### src/rtl/uart_rx_ctrl.sv
// UART receiver: synchronizes rx_async, oversamples each bit at its centre,
// and presents each received word (with frame/parity status) on a valid/ready port.
//
// Ports:
//   clk         clock, all state updates on its rising edge
//   rst_n       asynchronous active-low reset
//   rx_async    serial line, idle high, unsynchronized
//   baud_tick   one-cycle enable at OVERSAMPLE x baud rate
//   parity_en   frame carries a parity bit (latched at start-bit confirm)
//   parity_odd  1 = odd parity, 0 = even (latched at start-bit confirm)
//   data_out    received word, LSB received first
//   data_valid  data_out holds an unconsumed word
//   data_ready  consumer accepts data_out when data_valid && data_ready
//   frame_err   stop bit was sampled low for the word in data_out
//   parity_err  parity mismatch for the word in data_out
//   overrun     a pending word was overwritten before acceptance
//   busy        receiver is inside a frame (START..STOP)
module uart_rx_ctrl #(
  parameter int DATA_BITS       = 8,
  parameter int OVERSAMPLE      = 16,
  parameter int NUM_SYNC_STAGES = 3
) (
  input  logic                 clk,
  input  logic                 rst_n,
  input  logic                 rx_async,
  input  logic                 baud_tick,
  input  logic                 parity_en,
  input  logic                 parity_odd,
  output logic [DATA_BITS-1:0] data_out,
  output logic                 data_valid,
  input  logic                 data_ready,
  output logic                 frame_err,
  output logic                 parity_err,
  output logic                 overrun,
  output logic                 busy
);

  localparam int CW = $clog2(OVERSAMPLE);
  localparam int BW = $clog2(DATA_BITS);

  localparam logic [CW-1:0] HALF =
    CW'(OVERSAMPLE / 2 - 1);
  localparam logic [CW-1:0] FULL =
    CW'(OVERSAMPLE - 1);
  localparam logic [BW-1:0] LASTB =
    BW'(DATA_BITS - 1);

  typedef enum logic [2:0] {
    WAIT_IDLE,
    IDLE,
    START,
    DATA,
    PARITY,
    STOP
  } state_t;

  state_t r_state;
  state_t w_state_nxt;

  logic [NUM_SYNC_STAGES-1:0] r_sync;
  logic                       w_rx_s;

  logic [CW-1:0]        r_cnt;
  logic [BW-1:0]        r_bit;
  logic [DATA_BITS-1:0] r_shift;
  logic                 r_pen;
  logic                 r_podd;
  logic                 r_perr;

  logic w_half;
  logic w_full;
  logic w_cnt_clr;
  logic w_confirm;
  logic w_shift;
  logic w_par_smp;
  logic w_done;
  logic w_accept;

  // Synchronizer resets to 0 so the FSM must see the line
  // high (WAIT_IDLE) before it can arm on a falling edge.
  always_ff @(posedge clk or negedge rst_n) begin
    if (!rst_n) begin
      r_sync <= '0;
    end else begin
      r_sync <= {r_sync[NUM_SYNC_STAGES-2:0], rx_async};
    end
  end

  assign w_rx_s = r_sync[NUM_SYNC_STAGES-1];

  assign w_half   = baud_tick && (r_cnt == HALF);
  assign w_full   = baud_tick && (r_cnt == FULL);
  assign w_accept = data_valid && data_ready;

  always_ff @(posedge clk or negedge rst_n) begin
    if (!rst_n) begin
      r_state <= WAIT_IDLE;
    end else begin
      r_state <= w_state_nxt;
    end
  end

  always_comb begin
    w_state_nxt = r_state;
    w_cnt_clr   = 1'b0;
    w_confirm   = 1'b0;
    w_shift     = 1'b0;
    w_par_smp   = 1'b0;
    w_done      = 1'b0;
    unique case (r_state)
      WAIT_IDLE: begin
        w_cnt_clr = 1'b1;
        if (w_rx_s) begin
          w_state_nxt = IDLE;
        end
      end
      IDLE: begin
        w_cnt_clr = 1'b1;
        if (!w_rx_s) begin
          w_state_nxt = START;
        end
      end
      START: begin
        if (w_half) begin
          w_cnt_clr = 1'b1;
          if (w_rx_s) begin
            w_state_nxt = IDLE;
          end else begin
            w_confirm   = 1'b1;
            w_state_nxt = DATA;
          end
        end
      end
      DATA: begin
        if (w_full) begin
          w_shift = 1'b1;
          if (r_bit == LASTB) begin
            w_state_nxt = r_pen ? PARITY : STOP;
          end
        end
      end
      PARITY: begin
        if (w_full) begin
          w_par_smp   = 1'b1;
          w_state_nxt = STOP;
        end
      end
      STOP: begin
        if (w_full) begin
          w_done      = 1'b1;
          w_state_nxt = w_rx_s ? IDLE : WAIT_IDLE;
        end
      end
      default: begin
        w_state_nxt = WAIT_IDLE;
      end
    endcase
  end

  // Tick counter wraps explicitly so non-power-of-2
  // OVERSAMPLE values keep a full bit period.
  always_ff @(posedge clk or negedge rst_n) begin
    if (!rst_n) begin
      r_cnt <= '0;
    end else if (w_cnt_clr || w_full) begin
      r_cnt <= '0;
    end else if (baud_tick) begin
      r_cnt <= r_cnt + 1'b1;
    end
  end

  always_ff @(posedge clk or negedge rst_n) begin
    if (!rst_n) begin
      r_bit <= '0;
    end else if (w_confirm) begin
      r_bit <= '0;
    end else if (w_shift) begin
      r_bit <= r_bit + 1'b1;
    end
  end

  always_ff @(posedge clk or negedge rst_n) begin
    if (!rst_n) begin
      r_shift <= '0;
    end else if (w_shift) begin
      r_shift <= {w_rx_s, r_shift[DATA_BITS-1:1]};
    end
  end

  // Parity mode is frozen for the whole frame at confirm.
  always_ff @(posedge clk or negedge rst_n) begin
    if (!rst_n) begin
      r_pen  <= 1'b0;
      r_podd <= 1'b0;
      r_perr <= 1'b0;
    end else if (w_confirm) begin
      r_pen  <= parity_en;
      r_podd <= parity_odd;
      r_perr <= 1'b0;
    end else if (w_par_smp) begin
      r_perr <= ((^r_shift) ^ w_rx_s) != r_podd;
    end
  end

  // A completing frame always wins over acceptance; it
  // only counts as overrun if the old word was refused.
  always_ff @(posedge clk or negedge rst_n) begin
    if (!rst_n) begin
      data_out   <= '0;
      data_valid <= 1'b0;
      frame_err  <= 1'b0;
      parity_err <= 1'b0;
      overrun    <= 1'b0;
    end else if (w_done) begin
      data_out   <= r_shift;
      data_valid <= 1'b1;
      frame_err  <= !w_rx_s;
      parity_err <= r_perr;
      overrun    <= data_valid && !data_ready;
    end else if (w_accept) begin
      data_valid <= 1'b0;
      overrun    <= 1'b0;
    end
  end

  assign busy = r_state inside {START, DATA, PARITY, STOP};

endmodule

### config.mk
export PLATFORM = sky130hd
export DESIGN_NAME = uart_rx_ctrl
export DESIGN_NICKNAME = d
export VERILOG_FILES = /design/src/rtl/uart_rx_ctrl.sv
export SDC_FILE = /design/constraint.sdc
export NUM_CORES = 1
export LEC_CHECK = 0
export CORE_MARGIN = 1
export CORE_UTILIZATION = 49
export DETAILED_ROUTE_END_ITERATION = 7
export PLACE_DENSITY = 0.72
export SYNTH_ARGS = -nofsm -noshare
export SYNTH_HDL_FRONTEND = slang
export SYNTH_SLANG_ARGS = --single-unit
### constraint.sdc
create_clock -name clk -period 1.8 [get_ports clk]
set_input_delay 0.54 -clock clk [delete_from_list [all_inputs] [get_ports clk]]
set_output_delay 0.54 -clock clk [all_outputs]
set_load 0.1 [all_outputs]
==> impl_metrics.json, run 1 <==
{
  "outcome": "completed",
  "synth_xor_area_share_pct": 6.72,
  "slew_headroom_pct": 75.5,
  "post_synth.cell_area_avg_um2": 12.6,
  "grt_use_met3_pct": 4.69,
  "power.internal_mw": 1.37,
  "drive_gt1_share_pct": 38.9,
  "cts_made_buffers": 5,
  "synthAdderAreaFrac_pct": 2.22,
  "clk_pin_slew_ps": 110,
  "combPwrFrac_pct": 29.6,
  "dr.first_iter.drc_count": 33,
  "grtUsageMet2_pct": 30.5,
  "cts.hold.buffers_added": 0,
  "fin_skew_ps": 7.54,
  "wl_um": 2990,
  "synth_compound_area_share_pct": 8.42,
  "drt-pass1-iter-count": 4,
  "syn_to_final_growth_pct": 31.7,
  "p_sw_share_pct": 32.7,
  "setup_viol_count_final": 0,
  "core_area_um2": 3180,
  "min_period_ps": 1760,
  "synth_top_family_by_area": "multiplexers",
  "diodes": 0,
  "synthSimpleGateAreaFrac_pct": 7.83,
  "clock_path_buffers": 2,
  "hp-class": "reg -> reg",
  "drc": 0,
  "leakage_nw": 1.07,
  "grt_pass1_vias": 1090,
  "gp_congestion": 0.861,
  "dp.cells": 200,
  "cts_root_buf": "clkbuf_4",
  "fin_hold_ws_ps": 363,
  "grt_use_met1_pct": 25.1,
  "cp.required_ps": 1260,
  "avgRoutedWirePerCell_um": 14.2,
  "drv_slew": 0,
  "crit_fanout": 5,
  "final_common_cell": "dfrtp_1",
  "clock.fmax_mhz": 567,
  "overflow": 0,
  "hold_viol": 0,
  "synth_cells": 134,
  "cp.arrival_ps": 1220,
  "synth_ff_type": "dfrtp_1",
  "io_pins": 20,
  "sequentialPowerShare_pct": 48.7,
  "track_usage_pct": 19.2,
  "synth-edff-count": 0,
  "cts_tree": "done",
  "busiest_layer": "met2",
  "synth_area_um2": 1690,
  "hpwl_um": 2060,
  "initial_core_util_pct": 53.3,
  "switchingPower_mw": 0.666,
  "ant_nets": 0,
  "dr_total_vias": 1104,
  "worst_slew_pin_slew_ps": 363,
  "die_area_um2": 3700,
  "rsz0062_at_grt": "yes",
  "setup.worst_path.class": "reg -> out",
  "final_cell_mix": "dfrtp_1, buf_12, xnor2_1, mux2_2, buf_4",
  "grt_max_degree": 37,
  "period_share_pct": 97.9,
  "fillCellCount": 229,
  "die_h_um": 60.8,
  "final_cells": 211,
  "rows": 20,
  "crit_path_end_kind": "output pin",
  "grt_pass1_wl_um": 5030,
  "htreeDepth": 2,
  "ys_async_sr_fraction_pct": 100,
  "clk-insertion-delay-late_ps": 330,
  "cp-start-kind": "flop",
  "ys_seq_area_share_pct": 53.2,
  "layout.nets": 176,
  "die_x_um": 60.8,
  "synth_cell_type_count": 32,
  "maxCapViolCount": 0,
  "grt_antenna_before_repair": 0,
  "irDropWorstVdd_mv": 0.597,
  "synth_mux_area_share_pct": 16.8,
  "clock-sinks": 36,
  "io_buffers": 19,
  "synth.yosys.warnings": 0,
  "p_clk_share_pct": 21.7,
  "ys_seq_elements": 36,
  "power_density_nw_per_um2": 913,
  "viasPerCell": 5.23,
  "synthesis.nets": 144
}
[critical path, cell delays in order, from the launching register on]
cell     delay, ps
dfrtp_2        480
inv_4          100
nand2_4         70
nand2_4         70
buf_12         160
[power groups by stage]
stage          combinational [mW]  clock, mW  sequential [mW]
2_1_floorplan               0.414          0            0.962
3_3_place_gp                0.502          0             1.00
3_5_place_dp                0.518          0             1.01
4_1_cts                     0.590      0.460            0.989
5_1_grt                     0.661      0.494             1.01
6_report                    0.603      0.443            0.992
[routing by layer]
metal	routed length (µm)	vias to the layer above
met2	1510	18
met3	111	5
li1	-	532
met1	1340	549
met4	41	0
met5	0	-
[sequential cells by signal, indices dropped and copies added (netlist names)]
signal,flops
r_state,3
r_shift,8
r_perr,1
overrun,1
r_podd,1
r_sync,3
data_valid,1
parity_err,1
data_out,8
r_bit,3
frame_err,1
r_pen,1
r_cnt,4
[cells by family (layout without fill, tap and decap cells)]
logic type | Yosys count | in the layout
AO/OA/AOI/OAI | 21 | 21
XOR/XNOR | 13 | 13
adder cells (fa/ha/maj) | 3 | 3
buffers and inverters | 12 | 45
flip-flops | 36 | 36
multiplexers | 23 | 23
AND/OR/NAND/NOR | 26 | 26
[area by class of cell]
class	instances	area, µm²	area share (%)
Timing Repair Buffer	33	457	20.5
Sequential cell	36	902	40.4
Clock buffer	6	51.3	2.30
Clock inverter	2	10.0	0.449
Tap cell	44	55.1	2.47
Inverter	4	17.5	0.785
Multi-Input combinational cell	86	738	33.1
[final timing paths]
path	to	cells past startpoint	from	slack [ps]
min	r_sync[1]	0	r_sync[0]	360
max	busy	4	r_state[1]	40
min in group asynchronous	r_state[0]	2	rst_n	560
max in group asynchronous	r_state[1]	2	rst_n	1040
min reg2reg	r_sync[1]	0	r_sync[0]	360
max reg2reg	r_pen	5	r_cnt[1]	80
[metrics by stage]
step | worst slack, ps | area, µm² | utilization [%] | total power, mW | TNS [ps]
after floorplan | 59.9 | 1700 | - | 1.38 | 0
after global placement | -362 | 2110 | 66.5 | 1.50 | -8470
after detailed placement | -416 | 2110 | 66.5 | 1.52 | -9410
after CTS | 4.12 | 2210 | 69.7 | 2.04 | 0
after global routing | -24.1 | 2230 | 70.2 | 2.16 | -32.7
final | 37.6 | 2230 | 70.2 | 2.04 | 0
[synthesized netlist by cell type (2+ instances only)]
cell type	instances	share of area, %
dfrtp_1	36	53
mux2_2	11	7.3
nand2_1	11	2.4
xnor2_1	11	5.7
mux2_4	8	7.1
a21oi_1	6	1.8
o21ai_0	6	1.8
buf_6	4	2.7
inv_1	4	0.89
mux2i_1	4	2.4
nor2_1	4	0.89
buf_2	3	0.89
ha_1	3	2.2
and2_1	2	0.74
nand2_2	2	0.74
o41ai_1	2	1.0
xor2_1	2	1.0
[timing repair]
item / 4_1_cts / 5_1_grt
endpoints found under the hold margin: 0 / 0
setup buffers: 3 / 0
resized for setup: 8 / 5
endpoints found under the setup margin: 10 / 9
pin swaps: 2 / 4
Note: power is estimated with default switching activity, not from simulation.
==> inputs of run 2 (changes only) <==
--- a/config.mk
+++ b/config.mk
@@ -6,9 +6,9 @@
 export NUM_CORES = 1
 export LEC_CHECK = 0
 export CORE_MARGIN = 1
-export CORE_UTILIZATION = 49
+export CORE_UTILIZATION = 40
 export DETAILED_ROUTE_END_ITERATION = 7
-export PLACE_DENSITY = 0.72
+export PLACE_DENSITY = 0.61
 export SYNTH_ARGS = -nofsm -noshare
 export SYNTH_HDL_FRONTEND = slang
 export SYNTH_SLANG_ARGS = --single-unit
==> run 2 against run 1 <==
  * Clock-buffer cell count rose by 2
  * Global-route usage fell by 3.3 points
  * Final cell count rose by 3.3%
  * Power rose by 6.7%
  * Combinational power barely moved
  * Clock power rose by 30%
  * Fmax rose by 1.3%
  * Sequential share of layout area fell by 1.2 points
  * Wire length rose by 1.4%
  * Largest cell class unchanged
  * Largest power group unchanged
==> impl_metrics.json, run 2 (synthesis gave the netlist of run 1 again) <==
{
  "outcome": "completed",
  "fin_hold_ws_ps": 352,
  "reg_top3": "data_out (8), r_shift (8), r_cnt (4)",
  "drc": 0,
  "leakage_nw": 1.09,
  "setup.worst_path.class": "reg -> reg",
  "cts_tree": "done",
  "clock_path_buffers": 2,
  "multi_input_area_um2": 744,
  "syn_to_final_growth_pct": 35.8,
  "cts_root_buf": "clkbuf_8",
  "worst_slew_pin_slew_ps": 322,
  "grt_max_degree": 37,
  "dr.first_iter.drc_count": 34,
  "drive_gt1_share_pct": 39.9,
  "setup_viol_count_final": 0,
  "regArea_um2": 903,
  "initial_core_util_pct": 42.0,
  "core_area_um2": 4030,
  "cts_made_buffers": 5,
  "dp_slack_ps": -384,
  "hold_viol": 0,
  "clock.fmax_mhz": 575,
  "final_cell_mix": "dfrtp_1, buf_12, xnor2_1, mux2_2, buf_4",
  "maxCapViolCount": 0,
  "clock-sinks": 36,
  "wl_um": 3040,
  "clk-insertion-delay-late_ps": 280,
  "die_x_um": 67.1,
  "setup_ws_ps": 59.4,
  "io_pins": 20,
  "io_buffers": 19,
  "grt_pass1_wl_um": 5240,
  "crit_path_end_kind": "flop",
  "min_period_ps": 1740,
  "grt_pass1_vias": 1107,
  "avgRoutedWirePerCell_um": 13.9,
  "hpwl_um": 2060,
  "grt_antenna_before_repair": 0,
  "fin_skew_ps": 9.88,
  "dr_total_vias": 1095,
  "ant_nets": 0,
  "cp.arrival_ps": 1900,
  "viasPerCell": 5.02,
  "die_h_um": 67.1,
  "rsz0062_at_grt": "yes",
  "irDropWorstVdd_mv": 0.532,
  "slew_headroom_pct": 78.2,
  "rows": 23,
  "crit_fanout": 6,
  "drv_slew": 0,
  "diodes": 0,
  "cp-start-kind": "flop",
  "clk_pin_slew_ps": 60,
  "gp_congestion": 0.704,
  "track_usage_pct": 16.0,
  "die_area_um2": 4500,
  "period_share_pct": 96.7,
  "htreeDepth": 2,
  "final_common_cell": "dfrtp_1",
  "overflow": 0,
  "layout.nets": 177,
  "drt-pass1-iter-count": 4,
  "fillCellCount": 352,
  "cp.required_ps": 1960,
  "power_density_nw_per_um2": 944,
  "hp-class": "reg -> reg"
}
==> run 2: path summary, 6_finish.rpt <==
path,slack (ps),end,start,cells past startpoint
max,60,data_out[2],r_cnt[1],6
min in group asynchronous,630,data_out[6],rst_n,2
min,350,r_sync[1],r_sync[0],0
max reg2reg,60,data_out[2],r_cnt[1],6
max in group asynchronous,980,r_cnt[3],rst_n,2
min reg2reg,350,r_sync[1],r_sync[0],0
==> run 2: routing by layer <==
metal	wire, µm	vias up	share of wire [%]	global-route usage [%]
li1	-	533	-	-
met3	106	4	3.5	3.25
met5	0	-	0	0
met2	1470	20	49	24.3
met1	1410	538	47	21.3
met4	40	0	1.3	7.98
==> run 2: worst max-delay path, stage by stage (launching register included) <==
cell and delay [ps]:
dfrtp_1 370, ha_2 190, and3_4 200, nand3_2 80
or2_4 260, bufbuf_16 270, mux2_2 260
==> run 2: cell type report <==
cell class	count	area share, %
tap	50	2.72
sequential	36	39.3
clock buffer	8	3.92
inverter	4	0.653
timing repair buffer	34	21.1
multi-input combinational	86	32.4
==> run 2: metrics by stage <==
step                      cells  power, mW  instance area [µm²]  utilization, %  TNS [ps]
after floorplan             134       1.38                 1700               -         0
after global placement      207       1.52                 2130            52.8     -8480
after detailed placement    207       1.54                 2130            52.8     -8890
after CTS                   217       2.14                 2270            56.5    -0.746
after global routing        218       2.29                 2300            57.1     -1.57
final                       218       2.17                 2300            57.1         0
==> run 2: power breakdown <==
part	switching, mW	internal, mW
Sequential	0.101	0.894
Clock	0.266	0.312
Combinational	0.302	0.299
==> run 2: repair_timing <==
| action | CTS | global route |
|---|---|---|
| endpoints found under the setup margin | 15 | 6 |
| pin swaps | 1 | 3 |
| resized for setup | 4 | 7 |
| gates cloned | 1 | 0 |
| hold buffers | 0 | 0 |
| buffers inserted | 1 | 2 |
==> inputs of run 3 (changes only) <==
--- a/config.mk
+++ b/config.mk
@@ -9,6 +9,7 @@
 export CORE_UTILIZATION = 40
 export DETAILED_ROUTE_END_ITERATION = 7
 export PLACE_DENSITY = 0.61
+export SETUP_SLACK_MARGIN = 0.05
 export SYNTH_ARGS = -nofsm -noshare
 export SYNTH_HDL_FRONTEND = slang
 export SYNTH_SLANG_ARGS = --single-unit
==> run 3 against run 2 <==
  * Utilization is 0.96 points higher
  * Power is 0.63% higher
  * Sequential power is 0.4% higher
  * Die area stayed put
  * Global-route usage is 0.073 points higher
  * Hold slack worse by 0.97 ps
  * Fmax is 0.61% lower
  * Critical endpoint is now data_out[4]
  * Largest power group unchanged
  * Highest routed layer unchanged
==> impl_metrics.json, run 3 (synthesis gave the netlist of run 1 again) <==
{
  "outcome": "completed",
  "reg_top3": "data_out (8), r_shift (8), r_cnt (4)",
  "clock.fmax_mhz": 571,
  "clock-sinks": 36,
  "drive_gt1_share_pct": 41.5,
  "leakage_nw": 1.11,
  "track_usage_pct": 16.0,
  "core_area_um2": 4030,
  "drc": 0,
  "clock_path_buffers": 2,
  "rows": 23,
  "cts_made_buffers": 5,
  "grt_pass1_vias": 1114,
  "fin_hold_ws_ps": 351,
  "period_share_pct": 97.3,
  "clk-insertion-delay-late_ps": 280,
  "cp.required_ps": 1960,
  "gp_congestion": 0.704,
  "diodes": 0,
  "hp-class": "reg -> reg",
  "ant_nets": 0,
  "worst_slew_pin_slew_ps": 333,
  "initial_core_util_pct": 42.0,
  "clk_pin_slew_ps": 60,
  "cp-start-kind": "flop",
  "cts_tree": "done",
  "grt_antenna_before_repair": 0,
  "grt_max_degree": 37,
  "die_h_um": 67.1,
  "die_x_um": 67.1,
  "design_area_um2": 2340,
  "io_buffers": 19,
  "post_dp_cell_area_um2": 2130,
  "layout.nets": 180,
  "final_cell_mix": "dfrtp_1, buf_12, buf_4",
  "cp.arrival_ps": 1910,
  "setup.worst_path.class": "reg -> reg",
  "dr_total_vias": 1109,
  "crit_path_end_kind": "flop",
  "final_common_cell": "dfrtp_1",
  "drv_slew": 0,
  "setup_viol_count_final": 0,
  "rsz0062_at_grt": "yes",
  "hold_viol": 0,
  "fin_skew_ps": 11.8,
  "grt_pass1_wl_um": 5260,
  "dr.first_iter.drc_count": 42,
  "die_area_um2": 4500,
  "power_density_nw_per_um2": 935,
  "irDropWorstVdd_mv": 0.532,
  "syn_to_final_growth_pct": 38.1,
  "slew_headroom_pct": 77.5,
  "io_pins": 20,
  "min_period_ps": 1750,
  "overflow": 0,
  "viasPerCell": 5.02,
  "cts_root_buf": "clkbuf_8",
  "wl_um": 3090,
  "drt-pass1-iter-count": 4,
  "htreeDepth": 2,
  "crit_fanout": 7,
  "utilization_pct": 58.1,
  "avgRoutedWirePerCell_um": 14.0,
  "maxCapViolCount": 0,
  "hpwl_um": 2060
}
## run 3: metal layers
| layer | vias to the layer above | track usage [%] | part of all wire, % |
|---|---|---|---|
| met5 | - | 0 | 0 |
| met4 | 0 | 7.98 | 0.78 |
| met3 | 2 | 3.25 | 3.7 |
| met2 | 22 | 24.4 | 51 |
| met1 | 546 | 21.4 | 45 |
| li1 | 539 | - | - |
## run 3: final cells by class
cell class | instances | area, µm²
clock buffers | 8 | 90.1
multi-input cells | 86 | 762
well taps | 50 | 62.6
repair buffers | 37 | 507
flip-flops and latches | 36 | 903
inverters | 4 | 15.0
fillers | 347 | 1690
## run 3: final timing paths
kind,from,depth (start not counted),slack [ps],to
min in group asynchronous,rst_n,2,630,r_state[2]
hold / removal,r_sync[0],0,350,r_sync[1]
max in group asynchronous,rst_n,2,980,data_out[2]
setup reg to reg,r_cnt[0],7,50,data_out[4]
hold reg to reg,r_sync[0],0,350,r_sync[1]
setup / recovery,r_cnt[0],7,50,data_out[4]
## run 3: worst max-delay path, cell delays in order (launching register included)
cell and delay, ps:
dfrtp_1 360, ha_2 180, and3_4 200, buf_6 90, nand3_2 70, or2_4 280
buf_12 150, mux2_4 300
## run 3: repair_timing
action / 4_1_cts / 5_1_grt
setup buffers: 3 / 3
pin swaps: 3 / 3
cloned: 1 / 0
hold buffers: 0 / 0
endpoints found under the setup margin: 25 / 4
gates resized for setup: 9 / 9
## run 3: where the power goes
part	switching, mW	internal (mW)
Sequential	0.105	0.894
Clock	0.261	0.312
Combinational	0.310	0.306
Total	0.675	1.51
## run 3: metrics by stage
stage	power (mW)	std cells	worst slack (ps)	setup TNS, ps
floorplan	1.38	134	59.9	0
global placement	1.52	207	-366	-8480
detailed placement	1.54	207	-384	-8890
CTS	2.18	219	62.9	0
global route	2.31	221	-8.54	-9.34
finish	2.19	221	48.6	0
